<file path="config.mk">
export PLATFORM = sky130hd
export DESIGN_NAME = proc_core16
export DESIGN_NICKNAME = d
export VERILOG_FILES = /design/src/rtl/proc16_pkg.sv /design/src/rtl/reg_file_8x16.sv /design/src/rtl/proc_core16.sv
export SDC_FILE = /design/constraint.sdc
export NUM_CORES = 1
export LEC_CHECK = 0
export ABC_AREA = 1
export BUFFER_PORTS_ARGS = -buffer_cell sky130_fd_sc_hd__buf_4
export CAP_MARGIN = 40
export CORE_MARGIN = 5
export CORE_UTILIZATION = 52
export CTS_CLUSTER_DIAMETER = 150
export CTS_CLUSTER_SIZE = 28
export DETAILED_ROUTE_END_ITERATION = 8
export PLACE_DENSITY = 0.72
export SYNTH_ARGS = -nofsm -noshare
export SYNTH_HDL_FRONTEND = slang
export SYNTH_SLANG_ARGS = --single-unit
</file>
<file path="constraint.sdc">
create_clock -name clk -period 3.65 [get_ports clk]
set_clock_uncertainty 0.05 [all_clocks]
set_input_delay 0 -clock clk [delete_from_list [all_inputs] [get_ports clk]]
set_output_delay 0 -clock clk [all_outputs]
set_load 0.02 [all_outputs]
</file>
<file path="src/rtl/proc16_pkg.sv">
// Shared definitions for the 16-bit multi-cycle core: opcodes, FSM states,
// instruction field slices and the combinational ALU.
package proc16_pkg;

    localparam int unsigned PcW   = 7;
    localparam int unsigned WordW = 16;
    localparam int unsigned RegAw = 3;

    localparam logic [3:0] OpNop  = 4'h0;
    localparam logic [3:0] OpAdd  = 4'h1;
    localparam logic [3:0] OpSub  = 4'h2;
    localparam logic [3:0] OpAnd  = 4'h3;
    localparam logic [3:0] OpOr   = 4'h4;
    localparam logic [3:0] OpXor  = 4'h5;
    localparam logic [3:0] OpNot  = 4'h6;
    localparam logic [3:0] OpShl  = 4'h7;
    localparam logic [3:0] OpShr  = 4'h8;
    localparam logic [3:0] OpLdi  = 4'h9;
    localparam logic [3:0] OpLd   = 4'hA;
    localparam logic [3:0] OpSt   = 4'hB;
    localparam logic [3:0] OpJmp  = 4'hC;
    localparam logic [3:0] OpBz   = 4'hD;
    localparam logic [3:0] OpBnz  = 4'hE;
    localparam logic [3:0] OpHalt = 4'hF;

    typedef enum logic [2:0] {
        StIdle,
        StFetch,
        StDecode,
        StExec,
        StMem,
        StHalted
    } state_e;

    typedef struct packed {
        logic [WordW-1:0] res;
        logic             n;
        logic             z;
        logic             c;
        logic             v;
    } alu_out_t;

    function automatic logic [3:0] ir_op(input logic [WordW-1:0] ir);
        return ir[15:12];
    endfunction

    function automatic logic [RegAw-1:0] ir_rd(input logic [WordW-1:0] ir);
        return ir[11:9];
    endfunction

    function automatic logic [RegAw-1:0] ir_rs(input logic [WordW-1:0] ir);
        return ir[8:6];
    endfunction

    function automatic logic [RegAw-1:0] ir_rt(input logic [WordW-1:0] ir);
        return ir[5:3];
    endfunction

    function automatic logic [WordW-1:0] ir_imm9_sext(input logic [WordW-1:0] ir);
        return {{7{ir[8]}}, ir[8:0]};
    endfunction

    function automatic logic [PcW-1:0] ir_tgt(input logic [WordW-1:0] ir);
        return ir[6:0];
    endfunction

    function automatic logic is_alu_op(input logic [3:0] op);
        return (op >= OpAdd) && (op <= OpShr);
    endfunction

    // SUB is a + ~b + 1 so the carry-out reads as "no borrow".
    function automatic alu_out_t alu_exec(input logic [3:0]       op,
                                          input logic [WordW-1:0] a,
                                          input logic [WordW-1:0] b);
        alu_out_t    o;
        logic [16:0] sum;
        o   = '0;
        sum = '0;
        case (op)
            OpAdd: begin
                sum   = {1'b0, a} + {1'b0, b};
                o.res = sum[15:0];
                o.c   = sum[16];
                o.v   = (a[15] == b[15]) && (o.res[15] != a[15]);
            end
            OpSub: begin
                sum   = {1'b0, a} + {1'b0, ~b} + 17'd1;
                o.res = sum[15:0];
                o.c   = sum[16];
                o.v   = (a[15] != b[15]) && (o.res[15] != a[15]);
            end
            OpAnd: o.res = a & b;
            OpOr:  o.res = a | b;
            OpXor: o.res = a ^ b;
            OpNot: o.res = ~a;
            OpShl: begin
                o.res = {a[14:0], 1'b0};
                o.c   = a[15];
            end
            OpShr: begin
                o.res = {1'b0, a[15:1]};
                o.c   = a[0];
            end
            default: o.res = '0;
        endcase
        o.z = (o.res == '0);
        o.n = o.res[15];
        return o;
    endfunction

endpackage

</file>
<file path="src/rtl/reg_file_8x16.sv">
// Eight 16-bit registers: two asynchronous read ports, one synchronous write port.
module reg_file_8x16
    import proc16_pkg::*;
(
    input  logic             clk,
    input  logic             rst_n,
    input  logic [RegAw-1:0] raddr_a,
    input  logic [RegAw-1:0] raddr_b,
    output logic [WordW-1:0] rdata_a,
    output logic [WordW-1:0] rdata_b,
    input  logic             we,
    input  logic [RegAw-1:0] waddr,
    input  logic [WordW-1:0] wdata
);

    logic [WordW-1:0] r0, r1, r2, r3, r4, r5, r6, r7;

    always_ff @(posedge clk or negedge rst_n) begin
        if (!rst_n) begin
            r0 <= '0;
            r1 <= '0;
            r2 <= '0;
            r3 <= '0;
            r4 <= '0;
            r5 <= '0;
            r6 <= '0;
            r7 <= '0;
        end else if (we) begin
            case (waddr)
                3'd0: r0 <= wdata;
                3'd1: r1 <= wdata;
                3'd2: r2 <= wdata;
                3'd3: r3 <= wdata;
                3'd4: r4 <= wdata;
                3'd5: r5 <= wdata;
                3'd6: r6 <= wdata;
                default: r7 <= wdata;
            endcase
        end
    end

    function automatic logic [WordW-1:0] sel(input logic [RegAw-1:0] a,
                                             input logic [WordW-1:0] v0, input logic [WordW-1:0] v1,
                                             input logic [WordW-1:0] v2, input logic [WordW-1:0] v3,
                                             input logic [WordW-1:0] v4, input logic [WordW-1:0] v5,
                                             input logic [WordW-1:0] v6, input logic [WordW-1:0] v7);
        case (a)
            3'd0: return v0;
            3'd1: return v1;
            3'd2: return v2;
            3'd3: return v3;
            3'd4: return v4;
            3'd5: return v5;
            3'd6: return v6;
            default: return v7;
        endcase
    endfunction

    always_comb begin
        rdata_a = sel(raddr_a, r0, r1, r2, r3, r4, r5, r6, r7);
        rdata_b = sel(raddr_b, r0, r1, r2, r3, r4, r5, r6, r7);
    end

endmodule

</file>
<file path="src/rtl/proc_core16.sv">
// Multi-cycle 16-bit core: FETCH/DECODE/EXEC(/MEM) sequencing over a shared
// synchronous two-port RAM, with NZCV flags and an 8-entry register file.
module proc_core16
    import proc16_pkg::*;
#(
    parameter int unsigned AW = PcW,
    parameter int unsigned DW = WordW
) (
    input  logic          clk,
    input  logic          rst_n,
    input  logic          start,
    input  logic [DW-1:0] data_in,
    input  logic [DW-1:0] data_ram_dout,
    output logic [DW-1:0] result,
    output logic          zero,
    output logic          negative,
    output logic          overflow,
    output logic          carry,
    output logic [AW-1:0] pc,
    output logic          prog_ram_read_en,
    output logic          data_ram_read_en,
    output logic          write_ram_en,
    output logic [DW-1:0] data_ram_din,
    output logic [AW-1:0] data_ram_addr
);

    state_e        state_q, state_d;
    logic [DW-1:0] ir_q, ir_d;
    logic [AW-1:0] pc_q, pc_d;
    logic [DW-1:0] result_q, result_d;
    logic          n_q, z_q, c_q, v_q;
    logic          n_d, z_d, c_d, v_d;

    logic [3:0]       op;
    logic [RegAw-1:0] rd;
    logic [DW-1:0]    rs_data, rb_data;
    logic             rf_we;
    logic [RegAw-1:0] rf_waddr;
    logic [DW-1:0]    rf_wdata;
    alu_out_t         alu;

    assign op = ir_op(ir_q);
    assign rd = ir_rd(ir_q);

    // Port B doubles as the store-data read of rd for ST.
    reg_file_8x16 reg_file_8x16_1 (
        .clk     (clk),
        .rst_n   (rst_n),
        .raddr_a (ir_rs(ir_q)),
        .raddr_b ((op == OpSt) ? rd : ir_rt(ir_q)),
        .rdata_a (rs_data),
        .rdata_b (rb_data),
        .we      (rf_we),
        .waddr   (rf_waddr),
        .wdata   (rf_wdata)
    );

    assign alu = alu_exec(op, rs_data, rb_data);

    always_ff @(posedge clk or negedge rst_n) begin
        if (!rst_n) begin
            state_q  <= StIdle;
            ir_q     <= '0;
            pc_q     <= '0;
            result_q <= '0;
            n_q      <= 1'b0;
            z_q      <= 1'b0;
            c_q      <= 1'b0;
            v_q      <= 1'b0;
        end else begin
            state_q  <= state_d;
            ir_q     <= ir_d;
            pc_q     <= pc_d;
            result_q <= result_d;
            n_q      <= n_d;
            z_q      <= z_d;
            c_q      <= c_d;
            v_q      <= v_d;
        end
    end

    always_comb begin
        state_d          = state_q;
        ir_d             = ir_q;
        pc_d             = pc_q;
        result_d         = result_q;
        n_d              = n_q;
        z_d              = z_q;
        c_d              = c_q;
        v_d              = v_q;
        rf_we            = 1'b0;
        rf_waddr         = rd;
        rf_wdata         = alu.res;
        prog_ram_read_en = 1'b0;
        data_ram_read_en = 1'b0;
        write_ram_en     = 1'b0;
        data_ram_din     = '0;
        data_ram_addr    = '0;

        case (state_q)
            StIdle: begin
                if (start) state_d = StFetch;
            end
            StFetch: begin
                prog_ram_read_en = 1'b1;
                state_d          = StDecode;
            end
            StDecode: begin
                ir_d    = data_in;
                state_d = StExec;
            end
            StExec: begin
                pc_d    = pc_q + AW'(1);
                state_d = StFetch;
                if (is_alu_op(op)) begin
                    rf_we    = 1'b1;
                    result_d = alu.res;
                    n_d      = alu.n;
                    z_d      = alu.z;
                    c_d      = alu.c;
                    v_d      = alu.v;
                end
                case (op)
                    OpLdi: begin
                        rf_we    = 1'b1;
                        rf_wdata = ir_imm9_sext(ir_q);
                        result_d = ir_imm9_sext(ir_q);
                    end
                    OpLd: begin
                        data_ram_read_en = 1'b1;
                        data_ram_addr    = rs_data[AW-1:0];
                        state_d          = StMem;
                    end
                    OpSt: begin
                        write_ram_en  = 1'b1;
                        data_ram_addr = rs_data[AW-1:0];
                        data_ram_din  = rb_data;
                    end
                    OpJmp: pc_d = ir_tgt(ir_q);
                    OpBz:  if (z_q)  pc_d = ir_tgt(ir_q);
                    OpBnz: if (!z_q) pc_d = ir_tgt(ir_q);
                    OpHalt: begin
                        pc_d    = pc_q;
                        state_d = StHalted;
                    end
                    default: ;
                endcase
            end
            StMem: begin
                rf_we    = 1'b1;
                rf_wdata = data_ram_dout;
                result_d = data_ram_dout;
                state_d  = StFetch;
            end
            StHalted: state_d = StHalted;
            default:  state_d = StIdle;
        endcase
    end

    assign result   = result_q;
    assign zero     = z_q;
    assign negative = n_q;
    assign overflow = v_q;
    assign carry    = c_q;
    assign pc       = pc_q;

endmodule

</file>
; Word level (Yosys, flattened, before mapping)
; Cells that the tools add are included.
[totals]
input_bits = 35
regBits = 174
word_cells = 124
out_inout_bits = 53
[classes]
n_addsub = 4
eq_ne = 44
n_mux = 29
reduce_logical = 22
order_cmp = 2
n_bitwise = 7
[ops]
columns = cell, count
row1 = $pmux W16 S7, 2
row2 = $pmux W16 S8, 1
row3 = $mux W16, 5
row4 = $pmux W16 S2, 2
row5 = $add A16 B16 Y17, 2
row6 = $eq A3 B3 Y1 const B, 11
row7 = $eq A4 B4 Y1 const B, 8
row8 = $not A16 Y16, 2
row9 = $mux W7, 4
row10 = $pmux W7 S4, 1
row11 = $eq A3 B2 Y1 const B, 8
row12 = $reduce_and A2 Y1, 11
row13 = $pmux W3 S6, 1
row14 = $add A17 B1 Y17 const B, 1
row15 = $and A16 B16 Y16, 1
row16 = $eq A4 B3 Y1 const B, 4
row17 = $logic_not A16 Y1, 1
row18 = $or A16 B16 Y16, 1
row19 = $xor A16 B16 Y16, 1
row20 = $eq A3 B1 Y1 const B, 4
row21 = $logic_not A3 Y1, 4
row22 = $eq A4 B2 Y1 const B, 2
row23 = $add A7 B1 Y7 const B, 1
row24 = $mux W1, 7
row25 = other kinds (16), 23

; Longest topological paths before layout
[logic_depth]
depth_word = 11
mapped_depth = 33

; By module
; Synthesis repeated with hierarchy kept, for this count alone.
[hier_totals]
cells_unflattened = 1926
hier_area_um2 = 12774.8
[modules_own_cells]
columns = module, area_each_um2, instances, cells_per_inst, seq_area_each_um2
row1 = reg_file_8x16, 7174.4, 1, 979, 3203.1
row2 = proc_core16, 5600.4, 1, 947, 1151.1

; Worst setup path after synthesis
; No wires, ideal clock.
[synth_timing]
kind = register to register
startpoint = register ir_q[14]
endpoint = register reg_file_8x16_1.r0[2]
t_arrival_ns = 3.616
n_path_buf = 2
path_stages_with_launch = 24
setup_slack_ns = -0.144
synth_period_minus_slack_ns = 3.794
cell_sequence = dfrtp_1 > nor2_8 > nand2_4 > o21ai_4 > inv_2 > buf_6 > nand3_1 > buf_4 > o22ai_1 > nor2_1 > nand2_1 > o21ai_1 > inv_1 > ha_1 > fa_1 > or2_2 > nand3_1 > o21ai_0 > nor2_1 > nand2_1 > nor2_2 > nand2_1 > a21oi_2 > o21ai_1
[synth_via]
elab_chain_cells = 10
elab_cells_between_ends = 36
cone_classes = add/sub: 3 / order compare: 2 / eq/ne: 16 / mux: 8 / bitwise: 4 / reduce/logical: 3
[synth_rtl]
columns = element, line_no
row1 = from (decl), proc_core16.sv:28  ; logic [DW-1:0] ir_q, ir_d;
row2 = from (signal assigned), proc_core16.sv:72  ; ir_q <= ir_d;
row3 = $eq A4 B4 Y1, proc_core16.sv:50  ; .raddr_b ((op == OpSt) ? rd : ir_rt(ir_q)),
row4 = $mux W3, proc_core16.sv:50
row5 = $eq A3 B3 Y1 (tied with other cells), reg_file_8x16.sv:47  ; case (a)
row6 = $pmux W16 S7, reg_file_8x16.sv:47
row7 = $not A16 Y16, proc16_pkg.sv:87  ; sum = {1'b0, a} + {1'b0, ~b} + 17'd1;
row8 = $add A16 B16 Y17, proc16_pkg.sv:87
row9 = $add A17 B1 Y17, proc16_pkg.sv:87
row10 = $pmux W16 S8, proc16_pkg.sv:79  ; case (op)
row11 = $mux W16, proc_core16.sv:123  ; case (op)
row12 = $pmux W16 S2, proc_core16.sv:100  ; case (state_q)
row13 = to (signal assigned), reg_file_8x16.sv:30  ; 3'd0: r0 <= wdata;
row14 = to (decl), reg_file_8x16.sv:16  ; logic [WordW-1:0] r0, r1, r2, r3, r4, r5, r6, r7;
; Parallel ways exist; a longest one is shown, timed or not.
; A chain may end at the register's enable or synchronous reset.

; Final worst setup path
[layout_timing]
startpoint = register ir_q[15]
endpoint = register z_q (netlist: zero)
[layout_via]
elab_chain_cells = 9
elab_cells_between_ends = 31
cone_classes = add/sub: 3 / order compare: 2 / eq/ne: 15 / mux: 3 / bitwise: 4 / reduce/logical: 4
[layout_rtl]
columns = element, line_no
row1 = $eq A4 B4 Y1, proc_core16.sv:50
row2 = $mux W3, proc_core16.sv:50
row3 = $eq A3 B3 Y1 (tied with other cells), reg_file_8x16.sv:47
row4 = $pmux W16 S7, reg_file_8x16.sv:47
row5 = $not A16 Y16, proc16_pkg.sv:87
row6 = $add A16 B16 Y17, proc16_pkg.sv:87
row7 = $add A17 B1 Y17, proc16_pkg.sv:87
row8 = $pmux W16 S8, proc16_pkg.sv:79
row9 = $logic_not A16 Y1, proc16_pkg.sv:106  ; o.z = (o.res == '0);
row10 = to (signal assigned), proc_core16.sv:76  ; z_q <= z_d;
row11 = to (decl), proc_core16.sv:31  ; logic n_q, z_q, c_q, v_q;
; Parallel ways exist; a longest one is shown, timed or not.

==> metrics.txt <==
diodes inserted 0; post-route DRC violation count 0; Simple-Gate Fraction of Synth Area 39.9%; crit end category register; CTS Sinks 174; crit path buf inv count 7; register area 4360 um2; htree depth 4; routed len/inst 21.3 um; multi-input logic area 9470 um2; global-route wire length before repair 86.1 mm; CP Max Fanout 4; DR iter-0 viols 1955; clock tree buffer depth 2; Seq/Total Area, Yosys 32.6%; Slew Viols, Final 0; Fin Setup TNS -45130 ps; Max-Cap Viols 0; FF+latch count, synth 174; Netlist cell types 45; mux cell area share after synthesis 0.253%; drt pass-1 iters 6; vias in the first global route 15600; final WL 59.4 mm; worst slew pin tran 1030 ps; PnR worst setup slack -537 ps; CP max-delay cell dfrtp_1; type of the worst setup path register to register; cts bufs inserted 17; fmax 239 MHz; Top Usage Layer GRT met2; Netlist Area Pre-Place 13300 um2; xor/xnor share of the synthesized area 0.328%; period utilisation layout 115%; initial antenna violation count 0; total of warnings raised by yosys 0; Core Util, Final 77.7%; Routability Congestion 1.02; Die Y-Extent 170 um; Synth Area in Adders 4.99%; initial core utilization 52.8%; Setup-failing EPs final 147; final hold violation count 0; fillcell total 1857; met3 usage 6.99%; Die W 170 um; largest family of logic cells by synthesized area simple AND/OR/NAND/NOR gates; worst skew pair latency 450 ps; worst hold path type primary input to register; CP Launch Type register; Layout area overhead 47.0%; DIE AREA 29000 um2; layout cells sized above 1 36.3%; syn_nets 2159; Final Critical Period 4190 ps; RSZ-0062 raised after global routing true; DRT antenna net count 0; M1 GR Usage 50.2%; most used cell, CP nand2_1; Ports 88; CTS clk-pin slew, worst paths 80 ps; post-synthesis average cell area 6.44 um2; violated checks negative setup slack; synthesized instance count 2072; status complete, but fails checks; # nets final 2531; CTS tree built; Synth Area in Compound Gates 11.0%; Top Family by Delay on Critical Path simple AND/OR/NAND/NOR gates; pin count of the biggest net entering global routing 59; CTS root buf clkbuf_16; Slew HR 31.5%; Detail Placement HPWL 39.9 mm; via count 16600; Critical Path RT 3990 ps; core area 25300 um2; All-Layer GR Usage 38.2%; met2 Track Usage GR 61.4%; Worst Path Arrival 4530 ps; Max stage delay on crit path 370 ps; Port Buf Inserts 87; Cell Rows 58; Vias/cell 5.96; Overflow after GRT 0
-- flip-flops by register name, summed over array words and instances (netlist names), 3 cells and up --
name	count
ir_q	16
reg_file_8x16_1.r0	16
reg_file_8x16_1.r1	16
reg_file_8x16_1.r2	16
reg_file_8x16_1.r3	16
reg_file_8x16_1.r4	16
reg_file_8x16_1.r5	16
reg_file_8x16_1.r6	16
reg_file_8x16_1.r7	16
result	16
pc	7
state_q	3
-- cells in the mapped netlist, drive strengths merged --
master | count | area, um2
nor3 | 4 | 20.0
clkinv | 1 | 3.75
nor2 | 226 | 928
o2111ai | 1 | 8.76
o21ai | 120 | 631
ha | 50 | 626
a21boi | 4 | 30.0
nand4 | 90 | 563
mux2 | 3 | 33.8
or2 | 14 | 87.6
clkbuf | 28 | 105
fa | 2 | 40.0
a31oi | 2 | 12.5
buf | 54 | 332
xor2 | 4 | 35.0
o21bai | 5 | 37.5
a21oi | 69 | 364
a211oi | 6 | 45.0
a22oi | 4 | 30.0
nand2 | 726 | 2810
dfrtp | 174 | 4350
inv | 268 | 1010
o211ai | 2 | 15.0
nand3 | 156 | 846
and2 | 1 | 6.26
o22ai | 48 | 300
nand3b | 9 | 67.6
xnor2 | 1 | 8.76
-- through the flow --
stage          std cells  setup slack (ps)  area (um2)  hold WS [ps]
3_3_place_gp        2662              -554       16000           120
5_1_grt             2786              -598       19600          62.4
6_report            2786              -537       19600          64.0
3_5_place_dp        2664              -578       16100         -99.2
2_1_floorplan       2072              18.8       13400          -346
4_1_cts             2751              -282       18000          42.1
-- path summary, 6_finish.rpt --
| path | from | endpoint | cells past startpoint | slack, ps |
|---|---|---|---|---|
| max in group asynchronous | rst_n | reg_file_8x16_1.r4[6]$_DFFE_PN0P_ | 5 | 2020 |
| worst max-delay path | ir_q[15]$_DFFE_PN0N_ | zero$_DFFE_PN0P_ | 29 | -540 |
| worst min-delay path | data_ram_dout[8] | result[8]$_DFFE_PN0P_ | 5 | 60 |
| worst min register to register | reg_file_8x16_1.r0[9]$_DFFE_PN0P_ | reg_file_8x16_1.r0[9]$_DFFE_PN0P_ | 2 | 440 |
| worst max register to register | ir_q[15]$_DFFE_PN0N_ | zero$_DFFE_PN0P_ | 29 | -540 |
| min in group asynchronous | rst_n | reg_file_8x16_1.r4[2]$_DFFE_PN0P_ | 3 | 540 |
-- cell families after synthesis --
group,count (synthesis)
adder cells (fa/ha/maj),52
buffers and inverters,351
XOR/XNOR,5
flip-flops,174
AO/OA/AOI/OAI,261
multiplexers,3
AND/OR/NAND/NOR,1226
-- cell type report --
cell class	count	share of cell area [%]
Tap cell	330	2.11
Inverter	269	5.25
Multi-Input combinational cell	1548	48.3
Sequential cell	174	22.2
Clock inverter	14	0.759
Clock buffer	17	2.17
Timing Repair Buffer	434	19.2
-- what timing repair did --
action,4_1_cts,5_1_grt
setup endpoints to repair,147,147
setup buffers,21,38
resized for setup,208,356
gates cloned,1,1
endpoints found under the hold margin,143,0
pin swaps,68,109
hold buffers,34,0
-- layer usage --
metal | wire length [um] | share of wire, %
met4 | 3270 | 5.5
met1 | 22500 | 38
met3 | 6410 | 11
met5 | 0 | 0
met2 | 27200 | 46
-- cells in the final DEF (no fill, tap or decap), types with 49 or more instances in the layout --
cell | synthesis | layout
nand2_2 | 17 | 122
buf_6 | 4 | 49
buf_4 | 15 | 332
inv_1 | 246 | 213
inv_2 | 22 | 50
nand2_1 | 704 | 577
dfrtp_1 | 174 | 173
nand4_1 | 90 | 90
nor2_1 | 213 | 168
nand3_1 | 146 | 93
-- tightest hold or removal path: cells and delay by family --
kind | cells | cell delay (ps)
simple gates | 2 | 110
buf+inv | 2 | 250
compound gates | 1 | 170
Power is left out: the tool's default activity adds up to more than one toggle a clock period on the data nets, which glitch-free logic cannot reach.
